**src/rtl/updown_count_monitor.sv**
```systemverilog
// Health monitor for an up/down counter: classifies each count step, flags
// wraps, direction changes and illegal or mode-inconsistent steps.
module updown_count_monitor #(
  parameter int unsigned CNT_W  = 3,
  parameter int unsigned WRAP_W = 8
) (
  input  logic              clk_i,
  input  logic              rst_i,
  input  logic              mode_i,
  input  logic [CNT_W-1:0]  count_i,
  input  logic              err_clr_i,
  output logic              wrap_up_o,
  output logic              wrap_dn_o,
  output logic              dir_chg_o,
  output logic [WRAP_W-1:0] wrap_cnt_o,
  output logic              err_o
);

  localparam logic [CNT_W-1:0]  CNT_MAX  = '1;
  localparam logic [WRAP_W-1:0] WRAP_MAX = '1;

  typedef enum logic {
    ST_INIT,
    ST_TRACK
  } state_e;

  state_e              state_q, state_d;
  logic [CNT_W-1:0]    prev_q, prev_d;
  logic                mode_q, mode_d;
  logic                last_dir_q, last_dir_d;
  logic                last_dir_vld_q, last_dir_vld_d;
  logic                wrap_up_q, wrap_up_d;
  logic                wrap_dn_q, wrap_dn_d;
  logic                dir_chg_q, dir_chg_d;
  logic [WRAP_W-1:0]   wrap_cnt_q, wrap_cnt_d;
  logic                err_q, err_d;

  logic [CNT_W-1:0]    prev_inc, prev_dec;
  logic                step_up, step_dn, err_evt;

  // State register and all registered outputs
  always_ff @(posedge clk_i) begin
    if (rst_i) begin
      state_q        <= ST_INIT;
      prev_q         <= '0;
      mode_q         <= 1'b0;
      last_dir_q     <= 1'b0;
      last_dir_vld_q <= 1'b0;
      wrap_up_q      <= 1'b0;
      wrap_dn_q      <= 1'b0;
      dir_chg_q      <= 1'b0;
      wrap_cnt_q     <= '0;
      err_q          <= 1'b0;
    end else begin
      state_q        <= state_d;
      prev_q         <= prev_d;
      mode_q         <= mode_d;
      last_dir_q     <= last_dir_d;
      last_dir_vld_q <= last_dir_vld_d;
      wrap_up_q      <= wrap_up_d;
      wrap_dn_q      <= wrap_dn_d;
      dir_chg_q      <= dir_chg_d;
      wrap_cnt_q     <= wrap_cnt_d;
      err_q          <= err_d;
    end
  end

  // Step classification, next-state and next-output logic
  always_comb begin
    state_d        = state_q;
    prev_d         = prev_q;
    mode_d         = mode_q;
    last_dir_d     = last_dir_q;
    last_dir_vld_d = last_dir_vld_q;
    wrap_up_d      = 1'b0;
    wrap_dn_d      = 1'b0;
    dir_chg_d      = 1'b0;
    wrap_cnt_d     = wrap_cnt_q;
    err_d          = err_q;
    step_up        = 1'b0;
    step_dn        = 1'b0;
    err_evt        = 1'b0;
    prev_inc       = prev_q + CNT_W'(1);
    prev_dec       = prev_q - CNT_W'(1);

    case (state_q)
      ST_INIT: begin
        prev_d  = count_i;
        mode_d  = mode_i;
        state_d = ST_TRACK;
      end
      ST_TRACK: begin
        prev_d = count_i;
        mode_d = mode_i;
        if (count_i != prev_q) begin
          // With a 1-bit count +1 and -1 coincide; mode decides the direction
          if (count_i == prev_inc && count_i == prev_dec) begin
            step_up = mode_q;
            step_dn = !mode_q;
          end else if (count_i == prev_inc) begin
            step_up = 1'b1;
          end else if (count_i == prev_dec) begin
            step_dn = 1'b1;
          end else begin
            err_evt = 1'b1;
          end
        end
        if ((step_up && !mode_q) || (step_dn && mode_q)) begin
          err_evt = 1'b1;
        end
        if (step_up || step_dn) begin
          wrap_up_d      = step_up && (prev_q == CNT_MAX);
          wrap_dn_d      = step_dn && (prev_q == '0);
          dir_chg_d      = last_dir_vld_q && (last_dir_q != step_up);
          last_dir_d     = step_up;
          last_dir_vld_d = 1'b1;
        end
        if ((wrap_up_d || wrap_dn_d) && (wrap_cnt_q != WRAP_MAX)) begin
          wrap_cnt_d = wrap_cnt_q + WRAP_W'(1);
        end
      end
      default: state_d = ST_INIT;
    endcase

    // A new error on the clearing edge wins
    if (err_clr_i) err_d = 1'b0;
    if (err_evt)   err_d = 1'b1;
  end

  assign wrap_up_o  = wrap_up_q;
  assign wrap_dn_o  = wrap_dn_q;
  assign dir_chg_o  = dir_chg_q;
  assign wrap_cnt_o = wrap_cnt_q;
  assign err_o      = err_q;

endmodule

```
**config.mk**
```make
export PLATFORM = sky130hd
export DESIGN_NAME = updown_count_monitor
export DESIGN_NICKNAME = d
export VERILOG_FILES = /design/src/rtl/updown_count_monitor.sv
export SDC_FILE = /design/constraint.sdc
export NUM_CORES = 1
export LEC_CHECK = 0
export ABC_AREA = 1
export CAP_MARGIN = 20
export CORE_UTILIZATION = 51
export CTS_CLUSTER_SIZE = 40
export DETAILED_ROUTE_END_ITERATION = 10
export PLACE_DENSITY = 0.83
export REMOVE_ABC_BUFFERS = 1
export SLEW_MARGIN = 20
export SYNTH_ARGS = -nofsm -noshare
export SYNTH_HDL_FRONTEND = slang
export SYNTH_SLANG_ARGS = --single-unit
```
**constraint.sdc**
```tcl
create_clock -name clk_i -period 2 [get_ports clk_i]
set_input_delay 0.2 -clock clk_i [delete_from_list [all_inputs] [get_ports clk_i]]
set_output_delay 0.2 -clock clk_i [all_outputs]
set_load 0.05 [all_outputs]
```
After elaboration in Yosys (flattened, before gate mapping):

Index checks and enable logic that the tools add are counted.

* memories kept: 0
* latch bits: 0
* output and inout bits: 12
* logic and storage cells: 60
* bits in writable memories: 0
* register bits: 19
* ROM bits: 0

* eq/ne operators: 6
* $lt $le $gt $ge: 0
* muxes and demuxes: 22
* divide/modulo/power cells: 0
* add/sub/neg operators: 3
* bitwise gates (word level): 2
* reductions and logical operators: 17
* multiply operators: 0
* shift-type cells: 0

Operator list (count)
* $mux 1: 22
* $add 8x1->8 const B: 1
* $ne 8x8->1 const B: 1
* $logic_and 1x1->1: 7
* $eq 3x3->1: 2
* $reduce_and 2->1: 2
* $add 3x1->3 const B: 1
* $eq 3x3->1 const B: 1
* $logic_not 3->1: 1
* $logic_or 1x1->1: 3
* $ne 3x3->1: 1
* $reduce_or 3->1: 1
* $sub 3x1->3 const B: 1
* $not 1->1: 2
* $reduce_bool 2->1: 1
* $reduce_or 2->1: 1
* $logic_not 1->1: 1
* $ne 1x1->1: 1

Logic depth before layout (Yosys ltp):

Gate-level depths: netlist of run 1.

* word-level depth: 13
* depth in mapped cells: 11
* gate-level depth less buffers: 11

Worst setup path before layout of run 1:

OpenSTA, ideal clock, no wires.

* path kind: reg2reg
* start: reg wrap_cnt_q[0], in the netlist wrap_cnt_o[0]
* end: reg wrap_cnt_q[2], in the netlist wrap_cnt_o[2]
* cell stages (with the launch flop): 9
* path buffers: 0
* data arrival time: 1.694 ns
* period minus slack after synthesis: 1.760 ns
* slack: 0.240 ns
* cell sequence: dfxtp_1 > ha_1 > nand2_1 > nand3b_4 > nor2_8 > nor2_8 > nand2_4 > nand2_1 > a21oi_2

* cells in the longest elaborated chain, start to end: 3
* elaborated cells between the ends (all ways): 4
* those cells by class: 1 x add/sub; 1 x eq/ne; 2 x reduce/logical

Ends and longest elaborated chain
* start, declared: RTL line 35 `logic [WRAP_W-1:0] wrap_cnt_q, wrap_cnt_d;`
* start signal, assigned: RTL line 63 `wrap_cnt_q <= wrap_cnt_d;`
* parallel branches: the longest is 3 deep, another holds $add 8x1->8

Several ways; the timed one is not identified.
A chain may end at the register's enable or synchronous reset.

Worst setup path in the final report of run 1:

* start: reg wrap_cnt_q[4], in the netlist wrap_cnt_o[4]
* end: out wrap_cnt_o[4]

RTL lines
* end, declared: RTL line 15 `output logic [WRAP_W-1:0] wrap_cnt_o,`

No word-level cell between the ends.

==> results of run 1 <==
-- where the power goes --
part | internal [mW] | switching, mW | leakage, nW
Sequential | 0.389 | 0.00969 | 0.155
Combinational | 0.0483 | 0.0831 | 0.436
Clock | 0.0742 | 0.115 | 0.0177
Total | 0.512 | 0.208 | 0.609
-- registers in the layout, indices dropped and copies added, names as in the netlist --
signal and count:
wrap_dn_o 1, last_dir_q 1, prev_q 3, wrap_cnt_o 8, last_dir_vld_q 1, wrap_up_o 1, err_o 1, mode_q 1
dir_chg_o 1, state_q 1
-- layout make-up --
cell class	count	area, sq um
Clock buffer	3	22.5
Clock inverter	1	5.00
Fill cell	168	648
Inverter	19	71.3
Multi-Input combinational cell	100	653
Sequential cell	19	380
Tap cell	27	33.8
Timing Repair Buffer	19	188
-- how the worst min path moves through the flow --
stage,cells after the start,from,endpoint
global route,3,mode_i,mode_q$_SDFF_PP0_
floorplan,1,rst_i,wrap_cnt_o[2]$_SDFFE_PP0P_
finish,3,mode_i,mode_q$_SDFF_PP0_
global placement,2,last_dir_vld_q$_SDFFE_PP0P_,last_dir_vld_q$_SDFFE_PP0P_
CTS,3,mode_i,mode_q$_SDFF_PP0_
detailed placement,2,last_dir_vld_q$_SDFFE_PP0P_,last_dir_vld_q$_SDFFE_PP0P_
-- metrics by stage --
step / utilization [%] / cells / setup slack [ns] / area (sq um) / hold WS, ns
floorplan: - / 138 / 0.240 / 1100 / 0.262
finish: 67.6 / 188 / 0.214 / 1350 / 0.418
global route: 67.6 / 188 / 0.138 / 1350 / 0.446
CTS: 67.6 / 188 / 0.217 / 1350 / 0.410
global placement: 66.3 / 184 / 0.374 / 1330 / 0.445
detailed placement: 66.3 / 184 / 0.288 / 1330 / 0.473
-- metal layers --
| layer | up-vias | part of all wire (%) | global-route usage [%] |
|---|---|---|---|
| li1 | 484 | - | - |
| met5 | - | 0 | 0 |
| met4 | 0 | 2.4 | 8.82 |
| met2 | 40 | 54 | 39.1 |
| met1 | 438 | 39 | 21.1 |
| met3 | 8 | 4.8 | 2.80 |
-- kinds of logic (layout without fill, tap and decap cells) --
family                   Yosys count  count (layout)
XOR/XNOR                           7               7
AO/OA/AOI/OAI                     11              11
adder cells (fa/ha/maj)            5               5
buffers and inverters             20              42
flip-flops                        19              19
AND/OR/NAND/NOR                   77              77
-- cells in the final DEF, fill, tap and decap left out, types with 5 or more instances in the layout --
master / Yosys / final
dfxtp_1: 19 / 19
nor2_1: 10 / 10
nand2_1: 33 / 33
a21oi_1: 6 / 6
ha_1: 5 / 5
clkdlybuf4s50_1: 0 / 18
nand3_1: 13 / 13
inv_1: 15 / 15
xor2_1: 5 / 5
==> results.json, run 1 <==
{
  "post_cts_buffers": 0,
  "root_buffer": "clkbuf_4",
  "reg2reg_setup_slack_ns": 0.26,
  "yosysSeqAreaShare_pct": 34.1,
  "cts_tree": "built",
  "skew_ns": 0.00495,
  "ys_top_cells_by_count": "nand2_1, dfxtp_1, inv_1, nand3_1, nor2_1",
  "netlist.area_leader.share_pct": 34.1,
  "cap_violations": 0,
  "critPathBufInv": 1,
  "synth_most_common_cell": "nand2_1",
  "critPathKind": "reg -> out",
  "grt_pass1_wl_um": 3710,
  "antenna_found_initial": 0,
  "synth_edf_count": 0,
  "slowest_delay_ns": 0.84,
  "hold_buffers": 0,
  "die_h_um": 48.8,
  "avgSynthCellArea_sq_um": 8.03,
  "row_count": 16,
  "critPathLaunchType": "flop",
  "r2r_cells": 9,
  "yosysTopAreaCell": "dfxtp_1",
  "synth_xor_area_share_pct": 5.49,
  "async_flop_share_pct": 0,
  "dieArea_sq_um": 2380,
  "hpwlAfterDp_um": 1850,
  "clk_pin_slew_ns": 0.11,
  "cts_buffer_depth": 2,
  "cts_sinks": 19,
  "die_w_um": 48.8,
  "crit_fanout": 4,
  "drt_wl_total_um": 2270,
  "worstPathCellList": "clkdlybuf4s50_1",
  "antenna_cells": 0,
  "start_util_pct": 55.7,
  "yosys_warnings": 0,
  "core_sq_um": 2000,
  "nets": 174,
  "vias": 970,
  "cts_buffers": 3,
  "r2r-start": "prev_q[0]$_SDFF_PP0_",
  "cp_top_family": "buffers and inverters",
  "h-tree-depth": 1,
  "r2r-end": "dir_chg_o$_SDFF_PP0_",
  "critPathRequiredTime_ns": 1.80,
  "insertion_delay_ns": 0.29,
  "netlist_instances": 139,
  "portBuffers": 18,
  "synth_ff_type": "dfxtp_1",
  "drt_iter0_drc": 33,
  "crit_path_end": "wrap_cnt_o[4]",
  "finalPower_mw": 0.720,
  "layout-drive-gt1-share_pct": 16.8,
  "grt_usage_pct": 20.1,
  "drc": 0,
  "worstSetupEndpointType": "output port",
  "outcome": "finished clean",
  "io_pins": 19,
  "power_density_nw_per_um2": 532,
  "synth_compound_area_share_pct": 5.94,
  "final-max-slew-violation-count": 0,
  "min_period_ns": 1.79,
  "cpMaxStageDelayCell": "clkdlybuf4s50_1",
  "wl_per_cell_um": 12.0,
  "viasPerCell": 5.16,
  "post_cts_resized": 0,
  "synthAdderAreaFrac_pct": 5.61,
  "crit_cells": 1,
  "slew_headroom_pct": 66.8,
  "cp.arrival_ns": 1.59,
  "area_growth_pct": 21.3,
  "synth-seq-cells": 19,
  "grt_max_degree": 12,
  "synth.area.top_cells": "dfxtp_1, nand2_1, nand3_1",
  "syn_area_sq_um": 1120,
  "yosys.area_share.simple_pct": 41.5,
  "final_antenna_net_count": 0,
  "hold_class": "in -> reg",
  "leakagePower_nw": 0.609,
  "tightest_slew_ns": 0.497,
  "dr.pass1.iters": 4,
  "finalSetupTns_ns": 0,
  "muxShareOfSynthArea_pct": 0,
  "clock.fmax_mhz": 560,
  "hold_violations": 0,
  "ys_types": 26,
  "grt_pass1_vias": 888,
  "synth_top_family_by_area": "simple AND/OR/NAND/NOR gates",
  "setup_viol": 0,
  "gp_congestion": 0.820,
  "ir_drop_mv": 0.367,
  "rsz0062_at_grt": "false",
  "startpoint": "wrap_cnt_o[4]$_SDFFE_PP0P_",
  "period_share_pct": 89.3,
  "grt_overflow_total": 0
}
(Power assumes the default switching activity.)
==> run 2, diff against run 1 <==
--- a/config.mk
+++ b/config.mk
@@ -12,6 +12,7 @@
 export DETAILED_ROUTE_END_ITERATION = 10
 export PLACE_DENSITY = 0.83
 export REMOVE_ABC_BUFFERS = 1
+export SKIP_LAST_GASP = 1
 export SLEW_MARGIN = 20
 export SYNTH_ARGS = -nofsm -noshare
 export SYNTH_HDL_FRONTEND = slang
==> results of run 2 <==
Same layout as run 1: the final DEF is identical, and so are final timing and power.
==> run 3, diff against run 2 <==
--- a/config.mk
+++ b/config.mk
@@ -6,6 +6,7 @@
 export NUM_CORES = 1
 export LEC_CHECK = 0
 export ABC_AREA = 1
+export ABC_CLOCK_PERIOD_IN_PS = 2000
 export CAP_MARGIN = 20
 export CORE_UTILIZATION = 51
 export CTS_CLUSTER_SIZE = 40
@@ -13,7 +14,7 @@
 export PLACE_DENSITY = 0.83
 export REMOVE_ABC_BUFFERS = 1
 export SKIP_LAST_GASP = 1
-export SLEW_MARGIN = 20
+export SLEW_MARGIN = 25
 export SYNTH_ARGS = -nofsm -noshare
 export SYNTH_HDL_FRONTEND = slang
 export SYNTH_SLANG_ARGS = --single-unit
==> results of run 3 <==
Same layout as run 1: the final DEF is identical, and so are final timing and power.
